<file path="config.mk">
export PLATFORM = sky130hd
export DESIGN_NAME = pid_controller
export DESIGN_NICKNAME = d
export VERILOG_FILES = /design/src/rtl/pid_controller.sv
export SDC_FILE = /design/constraint.sdc
export NUM_CORES = 1
export LEC_CHECK = 0
export CAP_MARGIN = 30
export CORE_ASPECT_RATIO = 1.75
export CORE_MARGIN = 2
export CORE_UTILIZATION = 63
export CTS_CLUSTER_DIAMETER = 30
export DETAILED_ROUTE_END_ITERATION = 10
export GPL_ROUTABILITY_DRIVEN = 0
export GPL_TIMING_DRIVEN = 0
export PLACE_DENSITY_LB_ADDON = 0.2
export SKIP_CTS_REPAIR_TIMING = 1
export SLEW_MARGIN = 15
export SYNTH_ARGS = -nofsm -noshare
export SYNTH_HDL_FRONTEND = slang
export SYNTH_SLANG_ARGS = --single-unit
</file>
<file path="constraint.sdc">
create_clock -name clk -period 6.4 [get_ports clk]
set_clock_uncertainty 0.1 [all_clocks]
set_input_delay 1.28 -clock clk [delete_from_list [all_inputs] [get_ports clk]]
set_output_delay 1.28 -clock clk [all_outputs]
set_load 0.01 [all_outputs]
</file>
<file path="src/rtl/pid_controller.sv">
// pid_controller: discrete PD velocity regulator with an optional integral term.
// Each accepted enable runs one IDLE -> CALC -> UPDATE pass and moves the
// registered velocity command by the arithmetically shifted, clamped correction.
// Optional feature macro: PID_INTEGRAL_EN (adds a saturating 16-bit integrator).
// Handshake: en is a level request; it is accepted only in IDLE, and an accepted
// request always runs to completion (mid-pass input changes are ignored).
module pid_controller #(
    parameter logic [8:0] TARGET_VEL = 9'd200,
    parameter int         OUT_SHIFT  = 4,
    parameter int         KI_SHIFT   = 3
) (
    input  logic       clk,
    input  logic       rst,
    input  logic [8:0] current_vel,
    input  logic [7:0] KpKd,
    input  logic       en,
    output logic [8:0] vel_output
);

    typedef enum logic [1:0] {
        IDLE   = 2'd0,
        CALC   = 2'd1,
        UPDATE = 2'd2
    } state_t;

    state_t state_q, state_d;

    // Captured inputs for the pass in flight
    logic [8:0] cv_q, cv_d;
    logic [3:0] kp_q, kp_d;
    logic [3:0] kd_q, kd_d;

    // Registered error terms and products
    logic signed [9:0]  e_q, e_d;
    logic signed [9:0]  e_prev_q, e_prev_d;
    logic signed [15:0] p_q, p_d;
    logic signed [15:0] d_q, d_d;

    // Velocity command
    logic [8:0] vel_q, vel_d;

    // Combinational datapath
    logic signed [9:0]  e_calc;
    logic signed [10:0] de_calc;
    logic signed [15:0] p_calc;
    logic signed [15:0] d_calc;
    logic signed [15:0] i_term;
    logic signed [19:0] sum_w;
    logic signed [19:0] corr;
    logic signed [20:0] vel_sum;
    logic [8:0]         vel_clamped;

`ifdef PID_INTEGRAL_EN
    logic signed [15:0] acc_q, acc_d;
    logic signed [16:0] acc_sum;
    logic signed [15:0] acc_new;

    // Integrator: add the registered error, saturate symmetrically to +/-32767
    always_comb begin
        acc_sum = {acc_q[15], acc_q} + {{7{e_q[9]}}, e_q};
        if (acc_sum > 17'sd32767) begin
            acc_new = 16'sd32767;
        end else if (acc_sum < -17'sd32767) begin
            acc_new = -16'sd32767;
        end else begin
            acc_new = acc_sum[15:0];
        end
        i_term = acc_new >>> KI_SHIFT;
    end
`else
    // PD build: the integral contribution is identically zero
    always_comb begin
        i_term = 16'sd0 >>> KI_SHIFT;
    end
`endif

    // Error, products, correction and clamped next velocity
    always_comb begin
        e_calc  = $signed({1'b0, TARGET_VEL}) - $signed({1'b0, cv_q});
        de_calc = {e_calc[9], e_calc} - {e_prev_q[9], e_prev_q};
        p_calc  = $signed({12'd0, kp_q}) * $signed({{6{e_calc[9]}}, e_calc});
        d_calc  = $signed({12'd0, kd_q}) * $signed({{5{de_calc[10]}}, de_calc});
        sum_w   = {{4{p_q[15]}}, p_q} + {{4{d_q[15]}}, d_q} + {{4{i_term[15]}}, i_term};
        // Arithmetic shift floors toward minus infinity
        corr    = sum_w >>> OUT_SHIFT;
        vel_sum = $signed({12'd0, vel_q}) + $signed({corr[19], corr});
        if (vel_sum < 21'sd0) begin
            vel_clamped = 9'd0;
        end else if (vel_sum > 21'sd511) begin
            vel_clamped = 9'd511;
        end else begin
            vel_clamped = vel_sum[8:0];
        end
    end

    // Next-state and register-update logic for the three-phase pass
    always_comb begin
        state_d  = state_q;
        cv_d     = cv_q;
        kp_d     = kp_q;
        kd_d     = kd_q;
        e_d      = e_q;
        e_prev_d = e_prev_q;
        p_d      = p_q;
        d_d      = d_q;
        vel_d    = vel_q;
`ifdef PID_INTEGRAL_EN
        acc_d    = acc_q;
`endif
        case (state_q)
            IDLE: begin
                if (en) begin
                    cv_d    = current_vel;
                    kp_d    = KpKd[7:4];
                    kd_d    = KpKd[3:0];
                    state_d = CALC;
                end
            end
            CALC: begin
                e_d     = e_calc;
                p_d     = p_calc;
                d_d     = d_calc;
                state_d = UPDATE;
            end
            UPDATE: begin
                vel_d    = vel_clamped;
                e_prev_d = e_q;
`ifdef PID_INTEGRAL_EN
                acc_d    = acc_new;
`endif
                state_d  = IDLE;
            end
            default: begin
                state_d = IDLE;
            end
        endcase
    end

    // State and datapath registers; reset abandons any pass in flight
    always_ff @(posedge clk) begin
        if (rst) begin
            state_q  <= IDLE;
            cv_q     <= '0;
            kp_q     <= '0;
            kd_q     <= '0;
            e_q      <= '0;
            e_prev_q <= '0;
            p_q      <= '0;
            d_q      <= '0;
            vel_q    <= '0;
`ifdef PID_INTEGRAL_EN
            acc_q    <= '0;
`endif
        end else begin
            state_q  <= state_d;
            cv_q     <= cv_d;
            kp_q     <= kp_d;
            kd_q     <= kd_d;
            e_q      <= e_d;
            e_prev_q <= e_prev_d;
            p_q      <= p_d;
            d_q      <= d_d;
            vel_q    <= vel_d;
`ifdef PID_INTEGRAL_EN
            acc_q    <= acc_d;
`endif
        end
    end

    assign vel_output = vel_q;

endmodule

</file>
==> results of run 1 <==
==> power groups by stage <==
stage	Combinational, mW	Sequential (mW)	Clock (mW)
global placement	0.418	0.539	0
CTS	0.431	0.528	0.550
detailed placement	0.428	0.540	0
global route	0.519	0.533	0.570
floorplan	0.317	0.533	0
finish	0.461	0.532	0.546
==> synthesized netlist by cell type, drive strengths merged (2+ instances only) <==
| library cell | instances | area [um2] |
|---|---|---|
| or2 | 3 | 18.8 |
| a221oi | 8 | 76.3 |
| a211o | 2 | 17.5 |
| nor3 | 13 | 65.1 |
| o21a | 4 | 30.0 |
| nor2b | 16 | 100 |
| a31o | 2 | 17.5 |
| buf | 5 | 26.3 |
| o21bai | 7 | 52.6 |
| o211a | 2 | 20.0 |
| o211ai | 3 | 22.5 |
| xnor2 | 33 | 289 |
| a211oi | 7 | 57.6 |
| a31oi | 8 | 56.3 |
| ha | 93 | 1160 |
| xor2 | 18 | 158 |
| nand4 | 2 | 12.5 |
| and2 | 56 | 352 |
| and4 | 2 | 17.5 |
| clkbuf | 28 | 106 |
| dfxtp | 79 | 1580 |
| nor2 | 39 | 146 |
| nand3b | 3 | 22.5 |
| a21o | 12 | 90.1 |
| a21boi | 6 | 45.0 |
| and3 | 7 | 43.8 |
| nor4b | 2 | 17.5 |
| a21oi | 93 | 465 |
| o41ai | 4 | 42.6 |
| inv | 127 | 477 |
| or3 | 5 | 31.3 |
| a311o | 2 | 20.0 |
| nand3 | 14 | 70.1 |
| nand2 | 168 | 631 |
| fa | 46 | 921 |
| o21ai | 23 | 126 |
| a41o | 4 | 40.0 |
| nor4 | 3 | 18.8 |
| nand2b | 8 | 50.1 |
==> final timing paths <==
check | end | start | cells past startpoint | slack, ns
setup / recovery | d_q[15]$_SDFFE_PP0N_ | cv_q[0]$_SDFFE_PP0P_ | 25 | 0.31
setup reg to reg | d_q[15]$_SDFFE_PP0N_ | cv_q[0]$_SDFFE_PP0P_ | 25 | 0.31
hold reg to reg | kp_q[2]$_SDFFE_PP0P_ | kp_q[2]$_SDFFE_PP0P_ | 2 | 0.36
hold / removal | kp_q[2]$_SDFFE_PP0P_ | kp_q[2]$_SDFFE_PP0P_ | 2 | 0.36
==> area by class of cell <==
class	count	area (um2)	share of cell area
Buffer	33	133	0.0155
Clock buffer	9	225	0.0263
Clock inverter	7	85.1	0.00994
Inverter	128	480	0.0562
Multi-Input combinational cell	727	5570	0.651
Sequential cell	79	1590	0.185
Tap cell	137	171	0.0200
Timing Repair Buffer	31	303	0.0354
==> critical path, stage by stage, from the launching register on <==
cell	delay, ns
dfxtp_4	0.38
inv_1	0.11
ha_2	0.25
nand2b_1	0.14
a211oi_4	0.31
xor2_2	0.27
ha_1	0.33
or2_2	0.31
a21oi_1	0.19
a21oi_1	0.09
and2_1	0.22
o21ai_0	0.45
nand2_1	0.17
inv_1	0.11
ha_1	0.26
fa_1	0.51
inv_1	0.05
fa_1	0.50
inv_1	0.04
ha_1	0.32
a21oi_1	0.08
a21oi_1	0.26
a31oi_1	0.15
xor2_1	0.20
nand2_1	0.09
a21oi_1	0.16
==> cells in the final DEF, fill, tap and decap left out, types with 4 or more instances in the layout <==
cell | Yosys | final
a221oi_1 | 7 | 7
and2_1 | 55 | 55
xnor2_1 | 33 | 30
a21oi_1 | 93 | 93
dfxtp_1 | 79 | 78
o21ai_0 | 21 | 16
nand2b_1 | 8 | 8
or3_1 | 5 | 5
nand2_1 | 168 | 167
clkbuf_16 | 0 | 9
xor2_1 | 18 | 13
inv_6 | 0 | 5
a21o_1 | 12 | 12
ha_1 | 93 | 92
o21bai_1 | 7 | 7
a41o_1 | 4 | 4
clkdlybuf4s50_1 | 0 | 28
nand3_1 | 14 | 14
o21ai_1 | 1 | 6
a211oi_1 | 6 | 5
a31oi_1 | 7 | 6
clkbuf_1 | 27 | 27
nor2_1 | 39 | 38
nor3_1 | 13 | 12
fa_1 | 46 | 46
buf_1 | 4 | 4
a21boi_0 | 6 | 5
nor2b_1 | 16 | 16
o21a_1 | 4 | 4
inv_1 | 127 | 127
and3_1 | 7 | 7
==> sequential cells by signal (all words and copies together), names as in the netlist <==
signal      cells
vel_output      9
kd_q            4
cv_q            9
d_q            16
state_q         2
e_prev_q       10
p_q            15
kp_q            4
e_q            10
==> cell families (layout without fill, tap and decap cells) <==
logic type,count (synthesis),in the layout,share of synthesized area
AOI/OAI and AO/OA,193,193,0.163
xor gates and xnor gates,51,51,0.0589
adders and majority gates,139,139,0.275
muxes,1,1,0.00132
and+or+nand+nor,343,343,0.213
buffers and inverters,161,208,0.0808
DFF,79,79,0.208
==> layer usage <==
| layer | share of wire | routed length [um] | vias up | GRT usage |
|---|---|---|---|---|
| li1 | - | - | 3281 | - |
| met1 | 0.37 | 6810 | 3156 | 0.292 |
| met2 | 0.55 | 10100 | 122 | 0.547 |
| met3 | 0.025 | 463 | 54 | 0.0426 |
| met4 | 0.049 | 893 | 0 | 0.170 |
| met5 | 0 | 0 | - | 0 |
==> results.ini, run 1 <==
[clock_tree]
clock_sinks=79
clk_pin_slew_ns=0.07
root_buffer=clkbuf_16
cts_buffer_depth=2
htreeDepth=3
cts_buffers=9
clock_latency_ns=0.35
cts_tree=built

[power_and_ir_drop]
p_switching_uw=532
p_int_mw=1.01
ir_drop_v=0.000130
clkPwrFrac=0.355
comb_power_share=0.300
total_leakage_power_nw=4.09
switching_share=0.345
seqPwrFrac=0.345
power.density_mw_per_mm2=180
finalPower_mw=1.54

[layout]
final_nets=1168
drive_gt1_frac=0.0493
syn2layout_area_growth_pct=12.8
antenna-diode-count=0
fillers=970
fin_cells=1151
final_util=0.721
fin_area_mm2=0.00856

[timing]
maxSlewViolCount=0
worst_hold_slack_ns=0.357
finalSetupViolations=0
period_needed_ns=6.09
hold_viol_final=0
tightest_slew_ns=0.790
fin_tns_setup_ns=0
post-route-period-util=0.951
slew_headroom=0.470
timing.final.ws_setup_ns=0.312
max_clock_freq_ghz=0.164

[placed_design]
post-place-ws_ns=-0.600
numPortBuffers=28
dpl_cell_area_mm2=0.00804
hpwl_mm=14.4
dp_cells=1132

[die]
start_util=0.639
ios=29
die_area_mm2=0.0130
fp-row-count=53
die_h_um=149
core_area_mm2=0.0119
die_x_um=87.0

[worst_hold_path]
hp-class=register to register

[critical_path]
cp_max_fo=8
arrival_ns=6.26
crit_type=register to register
crit_required_ns=6.57
end_kind=register
crit_path_start_kind=register

[global_route]
overflow=0
grt.total_usage=0.291
grt_max_degree=17
grt_pass1_wl_mm=29.8
antenna_found_initial=0
grt_pass1_vias=6726

[synth]
netlist_area_mm2=0.00759
synth_cells=967
synth_edf_count=0
yosysSeqAreaShare=0.208
synthArstFlopShare=0
synth_seq_cells=79
synth_nets=1126
yosysWarnings=0
synth_ff_type=dfxtp_1
syn_avg_cell_area_um2=7.85
synthDistinctLibCells=59

[route]
via_per_inst=5.75
routed_wl_mm=18.2
vias=6613
drt-initial-drc-count=321
postRouteAntennaNets=0
routedWlPerCell_um=15.8
drt-pass1-iter-count=5
route.detailed.drc=0

[run]
drv_cap=0

[run_status]
outcome=finished, final reports clean

Power figures use the tool's default switching activity.
==> run 2, diff against run 1 <==
--- a/config.mk
+++ b/config.mk
@@ -5,15 +5,18 @@
 export SDC_FILE = /design/constraint.sdc
 export NUM_CORES = 1
 export LEC_CHECK = 0
+export ABC_CLOCK_PERIOD_IN_PS = 6400
 export CAP_MARGIN = 30
 export CORE_ASPECT_RATIO = 1.75
 export CORE_MARGIN = 2
 export CORE_UTILIZATION = 63
+export CTS_BUF_LIST = sky130_fd_sc_hd__clkbuf_8 sky130_fd_sc_hd__clkbuf_16
 export CTS_CLUSTER_DIAMETER = 30
 export DETAILED_ROUTE_END_ITERATION = 10
 export GPL_ROUTABILITY_DRIVEN = 0
 export GPL_TIMING_DRIVEN = 0
 export PLACE_DENSITY_LB_ADDON = 0.2
+export RECOVER_POWER = 100
 export SKIP_CTS_REPAIR_TIMING = 1
 export SLEW_MARGIN = 15
 export SYNTH_ARGS = -nofsm -noshare
==> run 2 against run 1 <==
  * Clock-buffer cell count is the same
  * Largest cell class unchanged
  * Critical path depth is the same
  * Routed wire length grew 0.21%
==> results.ini, run 2 (synthesis gave the netlist of run 1 again) <==
[global_route]
antenna_found_initial=0  ; unchanged
grt_pass1_wl_mm=29.8  ; unchanged
grt.total_usage=0.291  ; unchanged
overflow=0  ; unchanged
grt_pass1_vias=6726  ; unchanged
grt_max_degree=17  ; unchanged

[clock_tree]
clock_sinks=79  ; unchanged
clock_latency_ns=0.35  ; about the same
cts_tree=built
clk_pin_slew_ns=0.07  ; about the same
cts_buffer_depth=2  ; unchanged
root_buffer=clkbuf_16
htreeDepth=3  ; unchanged
cts_buffers=9  ; unchanged

[timing]
max_clock_freq_ghz=0.164  ; -0.24%
tightest_slew_ns=1.29  ; +0.504 ns
maxSlewViolCount=0  ; unchanged
timing.final.ws_setup_ns=0.298  ; -0.0148 ns
period_needed_ns=6.10  ; +0.0148 ns
post-route-period-util=0.954  ; +0.00231
slew_headroom=0.128  ; -0.342
finalSetupViolations=0  ; unchanged
hold_viol_final=0  ; unchanged

[route]
drt-pass1-iter-count=4  ; -1
routedWlPerCell_um=15.9  ; +0.21%
wl_met1_mm=6.87  ; +0.82%
dr_wl_met2_mm=10.1  ; +0.66%
routed_wl_mm=18.3  ; +0.21%
drt-initial-drc-count=300  ; -6.5%
routed.top_layer=met4
postRouteAntennaNets=0  ; unchanged
route.detailed.drc=0  ; unchanged
via_per_inst=5.77  ; +0.35%
vias=6636  ; +0.35%
wl_met3_um=397  ; -14%

[power_and_ir_drop]
total_leakage_power_nw=4.11  ; +0.53%
power.density_mw_per_mm2=180  ; about the same
finalPower_mw=1.54  ; -0.15%
ir_drop_v=0.000131  ; about the same

[worst_hold_path]
worstHoldPathCells=2  ; unchanged
hp-class=register to register
hold_start=e_prev_q[3]$_SDFFE_PP0N_

[critical_path]
r2r_slack_ns=0.30  ; about the same
ff2ff_path_depth=25  ; unchanged
end_kind=register
cp-startpoint=cv_q[0]$_SDFFE_PP0P_
crit_type=register to register
cp_max_fo=8  ; unchanged
crit_path_start_kind=register
reg2reg_from=cv_q[0]$_SDFFE_PP0P_
crit_required_ns=6.57  ; about the same
arrival_ns=6.27  ; about the same

[die]
core_area_mm2=0.0119  ; unchanged
ios=29  ; unchanged
die_x_um=87.0  ; unchanged
start_util=0.639  ; unchanged
die_area_mm2=0.0130  ; unchanged
fp-row-count=53  ; unchanged
die_h_um=149  ; unchanged

[placed_design]
dpl_cell_area_mm2=0.00804  ; unchanged
hpwl_mm=14.4  ; unchanged
numPortBuffers=28  ; unchanged
post-place-ws_ns=-0.600  ; unchanged

[layout]
antenna-diode-count=0  ; unchanged
layout_commonest_cell=nand2_1
mostFrequentLayoutCells=nand2_1 (167), inv_1 (127), a21oi_1 (93)
largest-register=d_q
syn2layout_area_growth_pct=12.5
final_nets=1168  ; unchanged
reg_top3=d_q (16), p_q (15)
largest_register_ffs=16  ; unchanged
drive_gt1_frac=0.0473  ; -0.00197
fillers=973  ; +0.31%
fin_area_mm2=0.00854  ; -0.22%

[run]
drv_cap=0  ; unchanged

[run_status]
outcome=finished, final reports clean

-- run 2: layout make-up --
class	count	area, um2	share of cell area
Multi-Input combinational cell	727	5560	0.651
Sequential cell	79	1590	0.186
Inverter	128	480	0.0563
Timing Repair Buffer	31	303	0.0355
Clock buffer	9	225	0.0264
Tap cell	137	171	0.0201
Buffer	33	125	0.0147
Clock inverter	7	85.1	0.00997
-- run 2: metal layers --
metal | vias up | GRT usage
met5 | - | 0
met4 | 0 | 0.170
met3 | 54 | 0.0426
met2 | 105 | 0.547
met1 | 3202 | 0.292
li1 | 3275 | -
-- run 2: final timing paths --
check,endpoint
hold reg to reg,e_prev_q[3]$_SDFFE_PP0N_
setup reg to reg,d_q[15]$_SDFFE_PP0N_
setup / recovery,d_q[15]$_SDFFE_PP0N_
hold / removal,e_prev_q[3]$_SDFFE_PP0N_
-- run 2: worst max-delay path, cell delays in order, from the launching register on --
cell      delay (ns)
dfxtp_4         0.38
inv_1           0.11
ha_2            0.25
nand2b_1        0.14
a211oi_4        0.31
xor2_2          0.27
ha_1            0.33
or2_2           0.31
a21oi_1         0.19
a21oi_1         0.09
and2_1          0.22
o21ai_0         0.46
nand2_1         0.17
inv_1           0.11
ha_1            0.26
fa_1            0.51
inv_1           0.05
fa_1            0.50
inv_1           0.04
ha_1            0.32
a21oi_1         0.08
a21oi_1         0.26
a31oi_1         0.15
xor2_1          0.20
nand2_1         0.08
a21oi_1         0.15
-- run 2: where the power goes --
part           switching (mW)  total [mW]  internal [mW]  leakage, nW
combinational           0.278       0.460          0.182         3.31
clock                   0.233       0.545          0.312        0.154
sequential             0.0203       0.531          0.511        0.642
total                   0.531        1.54           1.01         4.11
-- run 2: metrics by stage --
| step | hold slack [ns] | setup TNS [ns] | std cells | util |
|---|---|---|---|---|
| after floorplan | 0.327 | 0 | 967 | - |
| after global placement | 0.343 | -1.40 | 1132 | 0.677 |
| after detailed placement | 0.348 | -1.62 | 1132 | 0.677 |
| after CTS | 0.356 | -1.82 | 1148 | 0.703 |
| after global routing | 0.371 | -0.0490 | 1151 | 0.719 |
| final | 0.356 | 0 | 1151 | 0.719 |
==> run 3, diff against run 2 <==
--- a/config.mk
+++ b/config.mk
@@ -9,7 +9,7 @@
 export CAP_MARGIN = 30
 export CORE_ASPECT_RATIO = 1.75
 export CORE_MARGIN = 2
-export CORE_UTILIZATION = 63
+export CORE_UTILIZATION = 48
 export CTS_BUF_LIST = sky130_fd_sc_hd__clkbuf_8 sky130_fd_sc_hd__clkbuf_16
 export CTS_CLUSTER_DIAMETER = 30
 export DETAILED_ROUTE_END_ITERATION = 10
==> run 3 against run 2 <==
  * Sequential power is essentially flat
  * Setup slack lost 0.015 ns
  * Hold slack about the same
  * Final area is 0.40% higher
  * Register-to-register slack is essentially flat
  * Largest cell class unchanged
  * Highest routed layer unchanged
==> results.ini, run 3 (synthesis gave the netlist of run 1 again) <==
[run_status]
outcome=finished, final reports clean

[global_route]
grt.total_usage=0.227  ; -0.0637
overflow=0  ; unchanged
antenna_found_initial=0  ; unchanged
grt_pass1_wl_mm=30.7  ; +2.9%
grt_max_degree=16  ; -1
grt_pass1_vias=6644  ; -1.2%

[critical_path]
cp_max_fo=8  ; unchanged
cpMaxStageDelayCell=fa_1
crit_type=register to register
crit_path_start_kind=register
crit_required_ns=6.53  ; -0.04 ns
crit_chain=inv_1 -> ha_4 -> nand2b_1 -> a211oi_2 -> nor2_1 -> xor2_2 -> ha_1 -> and3_1 -> a2111oi_1 -> o311ai_0 -> clkbuf_2 -> and2_1 -> ha_1 -> fa_1 -> inv_1 -> fa_1 -> inv_1 -> ha_1 -> nand3_1 -> nand2_1 -> a41o_1 -> o41ai_2 -> nor4_1 -> a311o_1
ff2ff_path_depth=24  ; -4.0%
end_kind=register
max_stage_delay_ns=0.50  ; about the same
arrival_ns=6.25  ; -0.02 ns

[clock_tree]
root_buffer=clkbuf_16
cts_tree=built
clk_pin_slew_ns=0.07  ; about the same
cts_buffer_depth=2  ; unchanged
clock_sinks=79  ; unchanged
clock_latency_ns=0.34  ; about the same
htreeDepth=3  ; unchanged
cts_buffers=9  ; unchanged

[timing]
max_clock_freq_ghz=0.163  ; -0.24%
hold_viol_final=0  ; unchanged
maxSlewViolCount=0  ; unchanged
slew_headroom=0.139  ; +0.0106
post-route-period-util=0.956  ; +0.00233
tightest_slew_ns=1.28  ; -0.0157 ns
worst_hold_slack_ns=0.356  ; -0.000292 ns
finalSetupViolations=0  ; unchanged
period_needed_ns=6.12  ; +0.0149 ns

[die]
die_area_mm2=0.0169  ; +30%
ios=29  ; unchanged
die_h_um=170  ; +14%
die_x_um=99.0  ; +14%
core_area_mm2=0.0154  ; +30%
fp-row-count=60  ; +13%
start_util=0.493  ; -0.146

[worst_hold_path]
worstHoldPathCells=2  ; unchanged
hp-class=register to register

[route]
route.detailed.drc=0  ; unchanged
vias=6471  ; -2.5%
routedWlPerCell_um=15.3  ; -4.0%
via_per_inst=5.39  ; -6.5%
drt-initial-drc-count=193  ; -36%
postRouteAntennaNets=0  ; unchanged
drt-pass1-iter-count=5  ; +1
routed_wl_mm=18.3  ; +0.14%

[layout]
syn2layout_area_growth_pct=13.0
mostFrequentLayoutCells=nand2_1 (168), inv_1 (126), a21oi_1 (93)
largest_register_ffs=16  ; unchanged
final_nets=1168  ; unchanged
drive_gt1_frac=0.0444  ; -0.00296
reg_top3=d_q (16), p_q (15)
antenna-diode-count=0  ; unchanged
largest-register=d_q
layout_commonest_cell=nand2_1

[power_and_ir_drop]
ir_drop_v=0.000157  ; +20%
total_leakage_power_nw=4.09  ; -0.35%
finalPower_mw=1.55  ; +0.96%
power.density_mw_per_mm2=181  ; +0.57%

[placed_design]
hpwl_mm=14.9  ; +3.3%
numPortBuffers=28  ; unchanged

[run]
drv_cap=0  ; unchanged

[run 3: area by class of cell]
class,instances,area [um2]
buffer,33,125
clock buffer,9,225
clock inverter,7,103
fill,1462,6820
inverter,128,480
multi-input combinational,727,5520
sequential,79,1590
tap,186,233
timing repair buffer,31,300
[run 3: worst paths after layout]
path | slack [ns] | to | start
worst min-delay path | 0.36 | kp_q[2]$_SDFFE_PP0P_ | kp_q[2]$_SDFFE_PP0P_
worst max register to register | 0.28 | d_q[14]$_SDFFE_PP0N_ | cv_q[0]$_SDFFE_PP0P_
worst min register to register | 0.36 | kp_q[2]$_SDFFE_PP0P_ | kp_q[2]$_SDFFE_PP0P_
worst max-delay path | 0.28 | d_q[14]$_SDFFE_PP0N_ | cv_q[0]$_SDFFE_PP0P_
[run 3: power breakdown]
group          internal [mW]  switching [mW]
Combinational          0.177           0.271
Clock                  0.347           0.226
Sequential             0.511          0.0192
[run 3: through the flow]
| stage | area [um2] | cells | setup slack, ns | util | setup TNS [ns] |
|---|---|---|---|---|---|
| 2_1_floorplan | 7590 | 967 | 0.819 | - | 0 |
| 3_3_place_gp | 8100 | 1181 | -0.692 | 0.526 | -1.78 |
| 3_5_place_dp | 8100 | 1181 | -0.707 | 0.526 | -1.79 |
| 4_1_cts | 8430 | 1197 | -0.774 | 0.548 | -2.05 |
| 5_1_grt | 8570 | 1200 | -0.0214 | 0.557 | -0.0214 |
| 6_report | 8570 | 1200 | 0.283 | 0.557 | 0 |
[run 3: per-layer routing]
layer | GRT usage | wire length [um] | vias up | share of wire
met5 | 0 | 0 | - | 0
met4 | 0.0804 | 460 | 0 | 0.025
met3 | 0.0189 | 315 | 25 | 0.017
met2 | 0.469 | 10600 | 73 | 0.58
met1 | 0.228 | 6940 | 3101 | 0.38
li1 | - | - | 3272 | -
[run 3: worst max-delay path, delay by kind of cell, from the launching register on]
kind / cells / cell delay, ns
buf+inv: 4 / 0.45
simple gates: 7 / 0.84
compound gates: 6 / 1.78
flops: 1 / 0.38
fa+ha+maj: 6 / 2.18
xor+xnor: 1 / 0.25
